## config.mk

```make
export PLATFORM = sky130hd
export DESIGN_NAME = mul_seq_flat
export DESIGN_NICKNAME = d
export VERILOG_FILES = /design/src/rtl/mul_seq_if.sv /design/src/rtl/mul_seq.sv /design/src/flat_wrapper.sv
export SDC_FILE = /design/constraint.sdc
export NUM_CORES = 1
export LEC_CHECK = 0
export BUFFER_PORTS_ARGS = -buffer_cell sky130_fd_sc_hd__buf_2
export CORE_UTILIZATION = 60
export CTS_BUF_LIST = sky130_fd_sc_hd__clkbuf_4
export DETAILED_ROUTE_END_ITERATION = 10
export GPL_TIMING_DRIVEN = 0
export PLACE_DENSITY = 0.81
export SETUP_SLACK_MARGIN = 0.05
export SYNTH_ARGS = -nofsm -noshare
export SYNTH_HDL_FRONTEND = slang
export SYNTH_SLANG_ARGS = --single-unit
```

## constraint.sdc

```tcl
create_clock -name clk_i -period 26.5 [get_ports clk_i]
set_clock_uncertainty 0.05 [all_clocks]
set_input_delay 0 -clock clk_i [delete_from_list [all_inputs] [get_ports clk_i]]
set_output_delay 0 -clock clk_i [all_outputs]
set_load 0.05 [all_outputs]
```

## src/rtl/mul_seq_if.sv

```systemverilog
// rtl/mul_seq_if.sv - start/done request bundle between the execute stage and mul_seq
// The requester owns operands and start; the multiplier returns ready, done and the result word.
interface mul_seq_if #(
  parameter int WIDTH = 32
);
  logic             start_i;
  logic [1:0]       op_i;
  logic [WIDTH-1:0] a_i;
  logic [WIDTH-1:0] b_i;
  logic             ready_o;
  logic             done_o;
  logic [WIDTH-1:0] result_o;

  modport master (
    output start_i, op_i, a_i, b_i,
    input  ready_o, done_o, result_o
  );

  modport slave (
    input  start_i, op_i, a_i, b_i,
    output ready_o, done_o, result_o
  );
endinterface

```

## src/rtl/mul_seq.sv

```systemverilog
// rtl/mul_seq.sv - iterative shift-add multiplier, one multiplier bit per cycle, RV32M MUL/MULH/MULHSU/MULHU
// Operands are reduced to magnitudes at accept; the sign is restored on the 64-bit product in FIX.
module fa (
  input  logic a_i,
  input  logic b_i,
  input  logic c_i,
  output logic s_o,
  output logic c_o
);
  assign s_o = a_i ^ b_i ^ c_i;
  assign c_o = (a_i & b_i) | (c_i & (a_i ^ b_i));
endmodule

module mul_seq #(
  parameter int WIDTH = 32
) (
  input  logic       clk_i,
  input  logic       rst_i,
  mul_seq_if.slave   bus
);
  localparam int CNT_W = $clog2(WIDTH);
  localparam logic [1:0] OP_MUL = 2'b00;

  typedef enum logic [1:0] {S_IDLE, S_CALC, S_FIX, S_DONE} state_t;

  state_t             state_q, state_d;
  logic [1:0]         op_q, op_d;
  logic [WIDTH-1:0]   mcand_q, mcand_d;
  logic [WIDTH-1:0]   mq_q, mq_d;
  logic [WIDTH-1:0]   acc_q, acc_d;
  logic               neg_q, neg_d;
  logic [CNT_W-1:0]   cnt_q, cnt_d;
  logic               ready_q, ready_d;
  logic               done_q, done_d;
  logic [WIDTH-1:0]   result_q, result_d;

  logic [WIDTH-1:0]   addend;
  logic [WIDTH-1:0]   sum;
  logic [WIDTH:0]     carry;
  logic               a_neg, b_neg;
  logic [2*WIDTH-1:0] prod, prod_fix;

  // Bit WIDTH of the partial-product sum is the ripple carry out of the top cell.
  assign addend   = mq_q[0] ? mcand_q : '0;
  assign carry[0] = 1'b0;

  for (genvar i = 0; i < WIDTH; i++) begin : g_chain
    fa u_fa (
      .a_i (acc_q[i]),
      .b_i (addend[i]),
      .c_i (carry[i]),
      .s_o (sum[i]),
      .c_o (carry[i+1])
    );
  end

  // a is signed for MUL/MULH/MULHSU, b only for MUL/MULH.
  assign a_neg    = (bus.op_i != 2'b11) && bus.a_i[WIDTH-1];
  assign b_neg    = !bus.op_i[1] && bus.b_i[WIDTH-1];
  assign prod     = {acc_q, mq_q};
  assign prod_fix = neg_q ? (~prod + 1'b1) : prod;

  always_comb begin
    state_d  = state_q;
    op_d     = op_q;
    mcand_d  = mcand_q;
    mq_d     = mq_q;
    acc_d    = acc_q;
    neg_d    = neg_q;
    cnt_d    = cnt_q;
    done_d   = 1'b0;
    result_d = result_q;

    case (state_q)
      S_IDLE: begin
        if (bus.start_i) begin
          op_d    = bus.op_i;
          mcand_d = a_neg ? (~bus.a_i + 1'b1) : bus.a_i;
          mq_d    = b_neg ? (~bus.b_i + 1'b1) : bus.b_i;
          neg_d   = a_neg ^ b_neg;
          acc_d   = '0;
          cnt_d   = '0;
          state_d = S_CALC;
        end
      end
      S_CALC: begin
        acc_d = {carry[WIDTH], sum[WIDTH-1:1]};
        mq_d  = {sum[0], mq_q[WIDTH-1:1]};
        cnt_d = cnt_q + 1'b1;
        if (cnt_q == CNT_W'(WIDTH - 1)) begin
          state_d = S_FIX;
        end
      end
      S_FIX: begin
        result_d = (op_q == OP_MUL) ? prod_fix[WIDTH-1:0] : prod_fix[2*WIDTH-1:WIDTH];
        done_d   = 1'b1;
        state_d  = S_DONE;
      end
      default: begin
        state_d = S_IDLE;
      end
    endcase

    ready_d = (state_d == S_IDLE);
  end

  always_ff @(posedge clk_i) begin
    if (rst_i) begin
      state_q  <= S_IDLE;
      op_q     <= OP_MUL;
      mcand_q  <= '0;
      mq_q     <= '0;
      acc_q    <= '0;
      neg_q    <= 1'b0;
      cnt_q    <= '0;
      ready_q  <= 1'b1;
      done_q   <= 1'b0;
      result_q <= '0;
    end else begin
      state_q  <= state_d;
      op_q     <= op_d;
      mcand_q  <= mcand_d;
      mq_q     <= mq_d;
      acc_q    <= acc_d;
      neg_q    <= neg_d;
      cnt_q    <= cnt_d;
      ready_q  <= ready_d;
      done_q   <= done_d;
      result_q <= result_d;
    end
  end

  assign bus.ready_o  = ready_q;
  assign bus.done_o   = done_q;
  assign bus.result_o = result_q;
endmodule

```

## src/flat_wrapper.sv

```systemverilog
// flat-port wrapper written by rule: the top's interface ports become plain ports
module mul_seq_flat 
#(
  parameter int WIDTH = 32
)
  (clk_i, rst_i, bus_start_i, bus_op_i, bus_a_i, bus_b_i, bus_ready_o, bus_done_o, bus_result_o);
  mul_seq_if #(.WIDTH(WIDTH)) bus_i ();
  input  logic clk_i;
  input  logic rst_i;
  input wire logic [$bits(bus_i.start_i)-1:0] bus_start_i;
  input wire logic [$bits(bus_i.op_i)-1:0] bus_op_i;
  input wire logic [$bits(bus_i.a_i)-1:0] bus_a_i;
  input wire logic [$bits(bus_i.b_i)-1:0] bus_b_i;
  output wire logic [$bits(bus_i.ready_o)-1:0] bus_ready_o;
  output wire logic [$bits(bus_i.done_o)-1:0] bus_done_o;
  output wire logic [$bits(bus_i.result_o)-1:0] bus_result_o;
  assign bus_i.start_i = bus_start_i;
  assign bus_i.op_i = bus_op_i;
  assign bus_i.a_i = bus_a_i;
  assign bus_i.b_i = bus_b_i;
  assign bus_ready_o = bus_i.ready_o;
  assign bus_done_o = bus_i.done_o;
  assign bus_result_o = bus_i.result_o;
  mul_seq #(.WIDTH(WIDTH)) u_core (.clk_i(clk_i), .rst_i(rst_i), .bus(bus_i));
endmodule
```

# Word-level counts from Yosys, hierarchy flattened

Index checks and enable logic that the tools add are counted.

Register bits: 140
Bits in latches: 0
Bits in writable memories: 0
Bits in read-only memories: 0
Input port bits: 69
Output and inout port bits: 34
Logic and storage cells: 204
Memories: 0

Add/subtract/negate cells: 4
$mul: 0
Divide/modulo/power cells: 0
$lt $le $gt $ge: 0
Equal/unequal tests: 5
Shift operators: 0
Mux-type cells: 15
Bitwise gates (word level): 161
Reduce and logical (&&, ||, !) cells: 9

Operators by type and width:

| operator              | number |
|---|---|
| $mux 32               | 6 |
| $pmux 32 s2           | 2 |
| $add 32x1->32 const B | 2 |
| $add 64x1->64 const B | 1 |
| $mux 64               | 1 |
| $not 32->32           | 2 |
| $not 64->64           | 1 |
| $xor 1x1->1           | 64 |
| $and 1x1->1           | 63 |
| $or 1x1->1            | 31 |
| $pmux 5 s2            | 1 |
| $logic_not 2->1       | 3 |
| $pmux 2 s3            | 1 |
| $add 5x1->5 const B   | 1 |
| $eq 5x5->1 const B    | 1 |
| $mux 5                | 1 |
| $mux 2                | 2 |
| $ne 2x2->1 const B    | 2 |
| $reduce_and 2->1      | 2 |
| $eq 2x1->1 const B    | 1 |
| $eq 2x2->1 const B    | 1 |
| $logic_and 1x1->1     | 2 |
| $reduce_bool 2->1     | 1 |
| $logic_not 1->1       | 1 |
| $mux 1                | 1 |

# Logic depth before layout (Yosys ltp)

Gate-level depths: netlist of the first run.

Word-level depth: 65
Mapped depth: 40
Gate-level depth less buffers: 39

# Hierarchy

From an unflattened synthesis of the first run, not the netlist that was laid out.

Cell total of the unflattened synthesis: 1,137
Area total of the unflattened synthesis: 9,268.9 um^2

By module, submodules not included:

| module  | times used | cells an instance | area an instance (um^2) | seq. area each (um^2) |
|---|---|---|---|---|
| mul_seq | 1          | 1,105             | 8,628.3                 | 2,802.7 |
| fa      | 32         | 1                 | 20.0                    | 0.0 |

# Worst setup path before layout of the first run

Ideal clock, no wire load.

Kind: reg2reg
Start point: register u_core.mq_q[0]
End point: register u_core.acc_q[30]
Setup time: 0.128 ns
Arrival: 12.747 ns
Required time: 26.322 ns
Slack: 13.576 ns
Stages on the path, launching flop included: 40
Buffers on the path: 2
Period minus slack after synthesis: 12.924 ns
Cell sequence: dfxtp_1 > buf_2 > clkbuf_1 > nand2_1 > fa_1 > fa_1 > fa_1 > fa_1 > fa_1 > fa_1 > fa_1 > fa_1 > fa_1 > fa_1 > fa_1 > fa_1 > fa_1 > fa_1 > [... 4 more ...] > fa_1 > fa_1 > fa_1 > fa_1 > fa_1 > fa_1 > fa_1 > fa_1 > fa_1 > fa_1 > fa_1 > inv_1 > fa_1 > inv_1 > fa_1 > nor2_1 > a21oi_1 > nor2_1

Cells in the longest elaborated chain, start to end: 64
Elaborated cells on any way between the ends: 125
Classes of those cells: mux (2); bitwise (123)

RTL lines:

| item                                              | line           | source |
|---|---|---|
| from (decl)                                       | mul_seq.sv:29  | `logic [WIDTH-1:0] mq_q, mq_d;` |
| from (signal assigned)                            | mul_seq.sv:123 | `mq_q <= mq_d;` |
| $mux 32 *                                         | mul_seq.sv:44  | `assign addend = mq_q[0] ? mcand_q : '0;` |
| $and 1x1->1 / $xor 1x1->1 (equally long branches) | mul_seq.sv:11  | `assign c_o = (a_i & b_i) \| (c_i & (a_i ^ b_i));` |
| $and 1x1->1                                       | mul_seq.sv:11  |  |
| $or 1x1->1                                        | mul_seq.sv:11  |  |
| $and 1x1->1                                       | mul_seq.sv:11  |  |
| $or 1x1->1                                        | mul_seq.sv:11  |  |
| $and 1x1->1                                       | mul_seq.sv:11  |  |
| $or 1x1->1                                        | mul_seq.sv:11  |  |
| [... 48 more ...]                                 | n/a            |  |
| $and 1x1->1                                       | mul_seq.sv:11  |  |
| $or 1x1->1                                        | mul_seq.sv:11  |  |
| $and 1x1->1                                       | mul_seq.sv:11  |  |
| $or 1x1->1                                        | mul_seq.sv:11  |  |
| $and 1x1->1                                       | mul_seq.sv:11  |  |
| $or 1x1->1                                        | mul_seq.sv:11  |  |
| $xor 1x1->1 *                                     | mul_seq.sv:10  | `assign s_o = a_i ^ b_i ^ c_i;` |
| $pmux 32 s2 *                                     | mul_seq.sv:74  | `case (state_q)` |
| to (signal assigned)                              | mul_seq.sv:113 | `acc_q <= '0;` |
| to (signal assigned)                              | mul_seq.sv:124 | `acc_q <= acc_d;` |
| to (decl)                                         | mul_seq.sv:30  | `logic [WIDTH-1:0] acc_q, acc_d;` |

Every way passes the cells marked *; elsewhere a longest branch is shown, timed or not.
A chain may end at the register's enable or synchronous reset.

# Final worst setup path of the first run

Ends and elaborated chain as after synthesis.

==> impl_metrics.csv, run 1 <==
group,metric,value,unit
logic_synthesis,syn-num-nets,1278,
sta,setup-violations-final,0,
logic_synthesis,seq_area_frac_synth,30.3,%
critical_path,cp_slowest_cell,"clkbuf_1",
power_and_ir_drop,p_comb_share,27.7,%
logic_synthesis,synth_top_flop_cell,"dfxtp_1",
worst_hold_path,hold_class,"in2reg",
critical_path,required,26.91,ns
logic_synthesis,synth_edf_count,0,
run_status,status,"completed",
sta,fmax,71.4,MHz
clocking,clock_path_buffers,2,
placement,post_dp_cell_area,0.00999,mm²
critical_path,start_kind,"flop",
routing,firstDrtPassIters,9,
power_and_ir_drop,peakVddDrop,0.0408,mV
critical_path,r2r_end,"u_core.acc_q[30]",
clocking,cts_hold_buf,98,
power_and_ir_drop,seqPwrFrac,43.3,%
clocking,cts.clk_slew.worst_paths,0.14,ns
logic_synthesis,synth_area_leaders,"dfxtp_1 30%, nor2_1 7.4%, fa_1 6.7%",
critical_path,crit_path_start,"u_core.mq_q[0]",
clocking,cts_tree,"yes",
grt,first_global_vias,9709,
grt,grt.overflow.total,0,
die,num_rows,45,
grt,grt_util_all_layers,43.0,%
finish,finalNonFillerCells,1592,
critical_path,endpoint_kind,"flop",
finish,drive_above_1_share,12.2,%
sta,layout_min_cycle_time,14.00,ns
finish,area_delta_synth_final,22.0,%
placement,dp_cells,1461,
critical_path,critPathKind,"reg2reg",
logic_synthesis,yosys_warnings,0,
sta,fin_crit_sh,52.8,%
clocking,ctsResizeCount,0,
die,start_util,61.1,%
sta,relSlewSlack,35.5,%
logic_synthesis,synth_top_area_share,30.3,%
die,die_w,126,µm
power_and_ir_drop,clockPowerShare,29.0,%
clocking,post_cts_buffers,0,
clocking,cts-root-buf,"clkbuf_4",
sta,setup_tns,0,ns
routing,drc,0,
clocking,clkLatencyLatePin,0.58,ns
placement,routabilityCongestion,0.981,
logic_synthesis,ys_ff_latch,140,
grt,antenna_found_initial,1,
clocking,cts_made_buffers,17,
logic_synthesis,yosys.area.top_type,"dfxtp_1",
critical_path,r2r_setup_slack,12.50,ns
critical_path,r2r_start,"u_core.mq_q[0]",
logic_synthesis,synth.distinct_cells,80,
critical_path,crit_path_end,"u_core.acc_q[30]",
finish,fin_area,0.0113,mm²
clocking,cts_max_level,4,
clocking,cts_num_sinks,140,
sta,tightest_slew,0.968,ns
sta,rsz0062_at_grt,"false",
die,core,0.0151,mm²
grt,grt_pass1_wl,52700,µm
grt,grt_max_degree,17,
routing,antenna_left,0,
critical_path,cpMostUsedCell,"fa_1",
power_and_ir_drop,swShare,35.2,%
logic_synthesis,avgSynthCellArea,7.89,µm²
logic_synthesis,synthCells,1172,
logic_synthesis,synthesis.area,0.00925,mm²
power_and_ir_drop,intPower,0.344,mW
finish,final_nets,1496,
placement,io_buffers,101,
critical_path,arrival,14.41,ns
die,dieArea,0.0159,mm²
routing,vias,10425,
power_and_ir_drop,leakagePower,4.10,nW
critical_path,r2r_cells,39,
sta,slew_viol_final,0,
power_and_ir_drop,switching_power,0.187,mW
die,die_height,126,µm
sta,finalHoldViolCount,0,
logic_synthesis,synth_async_sr_flop_share,0,%
critical_path,crit_fanout,10,
placement,dpl.hpwl,23300,µm
sta,holdWs,0.125,ns
routing,viasPerCell,6.55,
worst_hold_path,min_from,"rst_i",
power_and_ir_drop,power.density,47.1,mW/mm²
run,drv_cap,0,
routing,drtIter0Drc,1494,
die,pin_count,103,
critical_path,crit_path_max_incr_delay,0.49,ns
routing,post_drt_wl_per_cell,21.4,µm
routing,wl,34100,µm
-- registers in the layout, summed over array words and instances, names as in the netlist --
name,flops
u_core.acc_q,32
u_core.bus.result_o,32
u_core.mcand_q,32
u_core.mq_q,32
u_core.cnt_q,5
u_core.op_q,2
u_core.state_q,2
u_core.bus.done_o,1
u_core.bus.ready_o,1
u_core.neg_q,1
-- cells in the mapped netlist, drive strengths merged, types with 4 or more instances --
cell / instances
ha: 6
clkbuf: 69
a311oi: 5
a32o: 5
a2111oi: 5
nand3: 23
a211oi: 30
o41ai: 12
dfxtp: 140
nor2b: 4
inv: 52
nand2b: 8
a21oi: 79
nor2: 182
nor4: 26
a221oi: 4
or2: 6
o22ai: 15
nor3b: 6
xor2: 45
a22oi: 21
and3: 4
a222oi: 16
o211ai: 9
nand2: 99
xnor2: 44
mux2i: 10
nand4: 15
o21ai: 45
o31ai: 18
and2: 5
fa: 31
buf: 17
or3: 15
and4: 7
nor3: 26
a31oi: 18
or4: 10
-- cell families (layout without fill, tap and decap cells) --
| kind of cell | count (synthesis) | after routing | share of synthesized area [%] |
|---|---|---|---|
| xor gates and xnor gates | 89 | 89 | 8.43 |
| DFF | 140 | 140 | 30.3 |
| AOI/OAI and AO/OA | 313 | 313 | 23.5 |
| buffers and inverters | 138 | 369 | 5.94 |
| and+or+nand+nor | 442 | 442 | 22.8 |
| muxes | 13 | 13 | 1.45 |
| other | 0 | 1 | 0 |
| adders and majority gates | 37 | 37 | 7.52 |
-- cell usage in the layout (no fill, tap or decap), drive strengths merged, types with 6 or more instances in the layout --
cell         count
a211oi          30
a21oi           79
a222oi          16
a22oi           21
a31oi           18
and4             7
buf            118
clkbuf          88
dfxtp          140
dlygate4sd3     98
fa              31
ha               6
inv             54
mux2i           10
nand2           99
nand2b           8
nand3           23
nand4           15
nor2           182
nor3            26
nor3b            6
nor4            26
o211ai           9
o21ai           45
o22ai           15
o31ai           18
o41ai           12
or2              6
or3             15
or4             10
xnor2           44
xor2            45
-- critical path: cells and delay by family, from the launching register on --
| kind | cells | cell delay (ns) |
|---|---|---|
| AOI/OAI and AO/OA | 1 | 0.16 |
| adders and majority gates | 31 | 12.12 |
| buffers and inverters | 4 | 0.91 |
| DFF | 1 | 0.32 |
| and+or+nand+nor | 3 | 0.31 |
-- routing by layer --
metal	wire [µm]	GRT usage, %	vias up
li1	-	-	4660
met1	13100	56.2	4830
met3	4260	9.43	135
met2	15400	68.4	800
met5	0	0	-
met4	1450	19.1	0
-- worst min path at each step --
stage	end	cells after the start	slack, ns
final	u_core.bus.result_o[21]	3	0.13
after global routing	u_core.bus.result_o[21]	3	0.08
after CTS	u_core.bus.result_o[21]	3	0.02
after detailed placement	u_core.op_q[0]	3	0.21
after global placement	u_core.op_q[0]	3	0.21
after floorplan	u_core.mcand_q[0]	2	0.09
-- area by class of cell --
class,instances,area (µm²)
repair buffers,199,1490
clock buffers,19,143
well taps,188,235
plain buffers,86,354
flip-flops and latches,140,2800
fillers,1127,3860
inverters,52,195
clock inverters,13,166
diodes,1,2.50
multi-input cells,894,5900
-- power groups by stage --
| stage | logic, mW | clock network (mW) | registers, mW |
|---|---|---|---|
| detailed placement | 0.124 | 0 | 0.234 |
| global route | 0.155 | 0.162 | 0.231 |
| global placement | 0.122 | 0 | 0.234 |
| finish | 0.147 | 0.154 | 0.230 |
| CTS | 0.139 | 0.153 | 0.229 |
| floorplan | 0.0846 | 0 | 0.231 |
-- per-stage QoR --
stage / setup slack [ns] / utilization, % / total power, mW
5_1_grt: 12.11 / 74.5 / 0.548
4_1_cts: 12.57 / 74.5 / 0.521
3_3_place_gp: 12.77 / 66.0 / 0.356
3_5_place_dp: 12.65 / 66.0 / 0.358
6_report: 12.50 / 74.5 / 0.531
2_1_floorplan: 13.58 / - / 0.316
Power figures use the tool's default switching activity.
==> run 2, diff against run 1 <==
--- a/config.mk
+++ b/config.mk
@@ -6,11 +6,11 @@
 export NUM_CORES = 1
 export LEC_CHECK = 0
 export BUFFER_PORTS_ARGS = -buffer_cell sky130_fd_sc_hd__buf_2
-export CORE_UTILIZATION = 60
+export CORE_UTILIZATION = 55
 export CTS_BUF_LIST = sky130_fd_sc_hd__clkbuf_4
 export DETAILED_ROUTE_END_ITERATION = 10
 export GPL_TIMING_DRIVEN = 0
-export PLACE_DENSITY = 0.81
+export PLACE_DENSITY = 0.79
 export SETUP_SLACK_MARGIN = 0.05
 export SYNTH_ARGS = -nofsm -noshare
 export SYNTH_HDL_FRONTEND = slang
==> constraint.sdc (replaced) <==
create_clock -name clk_i -period 11.71 [get_ports clk_i]
set_clock_uncertainty 0.05 [all_clocks]
set_input_delay 0 -clock clk_i [delete_from_list [all_inputs] [get_ports clk_i]]
set_output_delay 0 -clock clk_i [all_outputs]
set_load 0.05 [all_outputs]
==> impl_metrics.csv, run 2 (synthesis results as in run 1) <==
group,metric,value,unit
sta,fin_crit_sh,102,%
grt,first_global_vias,9746,
grt,grt_pass1_wl,52600,µm
placement,routabilityCongestion,0.961,
critical_path,endpoint_kind,"flop",
finish,n_fill_cell,1354,
critical_path,crit_path_max_incr_delay,0.48,ns
routing,firstDrtPassIters,9,
finish,layout_common_cells,"182 x nor2_1, 139 x dfxtp_1, 103 x buf_2",
worst_hold_path,hold_class,"in2reg",
routing,wl,33300,µm
critical_path,critPathKind,"reg2reg",
critical_path,arrival,12.37,ns
run,drv_cap,0,
critical_path,cp_slowest_cell,"fa_1",
grt,grt_util_all_layers,38.9,%
finish,regArea,0.00280,mm²
clocking,clkLatencyLatePin,0.58,ns
die,dieArea,0.0173,mm²
grt,grt.overflow.total,0,
clocking,clock_path_buffers,2,
power_and_ir_drop,seqPwrFrac,44.5,%
clocking,cts_tree,"yes",
power_and_ir_drop,p_comb_share,28.7,%
critical_path,critPathTopFamily,"adder cells",
sta,fmax,83.6,MHz
clocking,cts_num_sinks,140,
sta,slew_viol_final,0,
clocking,cts.clk_slew.worst_paths,0.12,ns
routing,post_drt_wl_per_cell,20.5,µm
finish,final_nets,1501,
power_and_ir_drop,switching_power,0.418,mW
die,die_height,132,µm
power_and_ir_drop,power.density,102,mW/mm²
finish,drive_above_1_share,14.8,%
sta,layout_min_cycle_time,11.96,ns
critical_path,r2r_setup_slack,-0.25,ns
die,die_w,132,µm
sta,fin_ws,-0.254,ns
critical_path,start_kind,"flop",
die,core,0.0165,mm²
placement,dpl.hpwl,23400,µm
grt,antenna_found_initial,1,
die,pin_count,103,
placement,pre_cts_slack,-0.409,ns
routing,vias,10296,
clocking,cts-root-buf,"clkbuf_4",
finish,fin_area,0.0114,mm²
routing,drc,0,
power_and_ir_drop,power,1.17,mW
finish,final_common_cell,"nor2_1",
critical_path,path_buf_inv,4,
placement,dp_cells,1493,
sta,setup-violations-final,3,
routing,viasPerCell,6.33,
placement,io_buffers,101,
power_and_ir_drop,peakVddDrop,0.0884,mV
run_status,status,"finished, violations left",
sta,finalHoldViolCount,0,
critical_path,cpMostUsedCell,"fa_2",
finish,multi_input_area,0.00599,mm²
clocking,cts_made_buffers,17,
sta,relSlewSlack,33.4,%
sta,rsz0062_at_grt,"true",
critical_path,crit_fanout,4,
die,start_util,56.0,%
routing,drtIter0Drc,1275,
finish,finalNonFillerCells,1626,
power_and_ir_drop,intPower,0.754,mW
power_and_ir_drop,swShare,35.7,%
die,num_rows,47,
power_and_ir_drop,leakagePower,4.14,nW
grt,grt_max_degree,17,
placement,post_dp_cell_area,0.0101,mm²
power_and_ir_drop,clockPowerShare,26.9,%
critical_path,required,12.12,ns
finish,area_delta_synth_final,23.6,%
run_status,violations,"setup timing",
routing,antenna_left,0,
clocking,cts_max_level,4,
sta,tightest_slew,0.999,ns
[run 2: cell types whose count changed in the layout (fill, tap and decap cells not counted), sizes merged]
cell / before / now
buf: 118 / 120
bufinv: 3 / 2
clkbuf: 88 / 87
dlygate4sd3: 98 / 101
inv: 54 / 53
[run 2: metal layers]
metal	part of all wire, %	global-route usage, %	up-vias	wire (µm)
met3	11	8.41	99	3550
li1	-	-	4664	-
met1	40	52.1	4866	13500
met5	0	0	-	0
met2	45	60.5	667	15100
met4	3.6	16.3	0	1210
[run 2: timing repair]
| action | 4_1_cts | 5_1_grt |
|---|---|---|
| cloned | 0 | 0 |
| gates resized for setup | 10 | 2 |
| hold buffers | 101 | 0 |
| setup endpoints to repair | 3 | 4 |
| setup buffers | 2 | 0 |
| pin swaps | 3 | 1 |
| endpoints found under the hold margin | 69 | 0 |
[run 2: worst reg2reg max path, delay by kind of cell, from the launching register on]
family | cells | cell delay (ns)
flops | 1 | 0.35
simple gates | 3 | 0.26
buf+inv | 4 | 0.26
compound gates | 1 | 0.13
fa+ha+maj | 32 | 10.82
[run 2: path summary, 6_finish.rpt]
path / from / endpoint / cells after the start
setup / recovery: u_core.mq_q[0] / u_core.acc_q[30] / 40
hold / removal: bus_b_i[0] / u_core.mq_q[0] / 5
hold reg to reg: u_core.bus.result_o[3] / u_core.bus.result_o[3] / 2
setup reg to reg: u_core.mq_q[0] / u_core.acc_q[30] / 40
[run 2: through the flow]
| stage | TNS [ns] | hold WS, ns | util, % |
|---|---|---|---|
| 5_1_grt | -1.18 | 0.0475 | 69.2 |
| 6_report | -0.363 | 0.0405 | 69.2 |
| 4_1_cts | -0.354 | 0.0164 | 69.2 |
| 3_3_place_gp | -0.680 | 0.215 | 61.2 |
| 3_5_place_dp | -0.836 | 0.220 | 61.2 |
| 2_1_floorplan | 0 | 0.0860 | - |
[run 2: area by class of cell]
type	instances	share of cell area (%)
Tap cell	220	2.41
Inverter	52	1.71
Clock inverter	11	1.08
Buffer	86	3.25
Sequential cell	140	24.5
Clock buffer	18	1.18
Multi-Input combinational cell	894	52.4
Antenna cell	1	0.0219
Timing Repair Buffer	204	13.4
[run 2: power by group through the flow]
| stage | Sequential, mW | Combinational (mW) | Clock (mW) |
|---|---|---|---|
| finish | 0.521 | 0.336 | 0.315 |
| global route | 0.523 | 0.359 | 0.331 |
| CTS | 0.519 | 0.320 | 0.311 |
| detailed placement | 0.530 | 0.283 | 0 |
| global placement | 0.529 | 0.281 | 0 |
| floorplan | 0.524 | 0.193 | 0 |
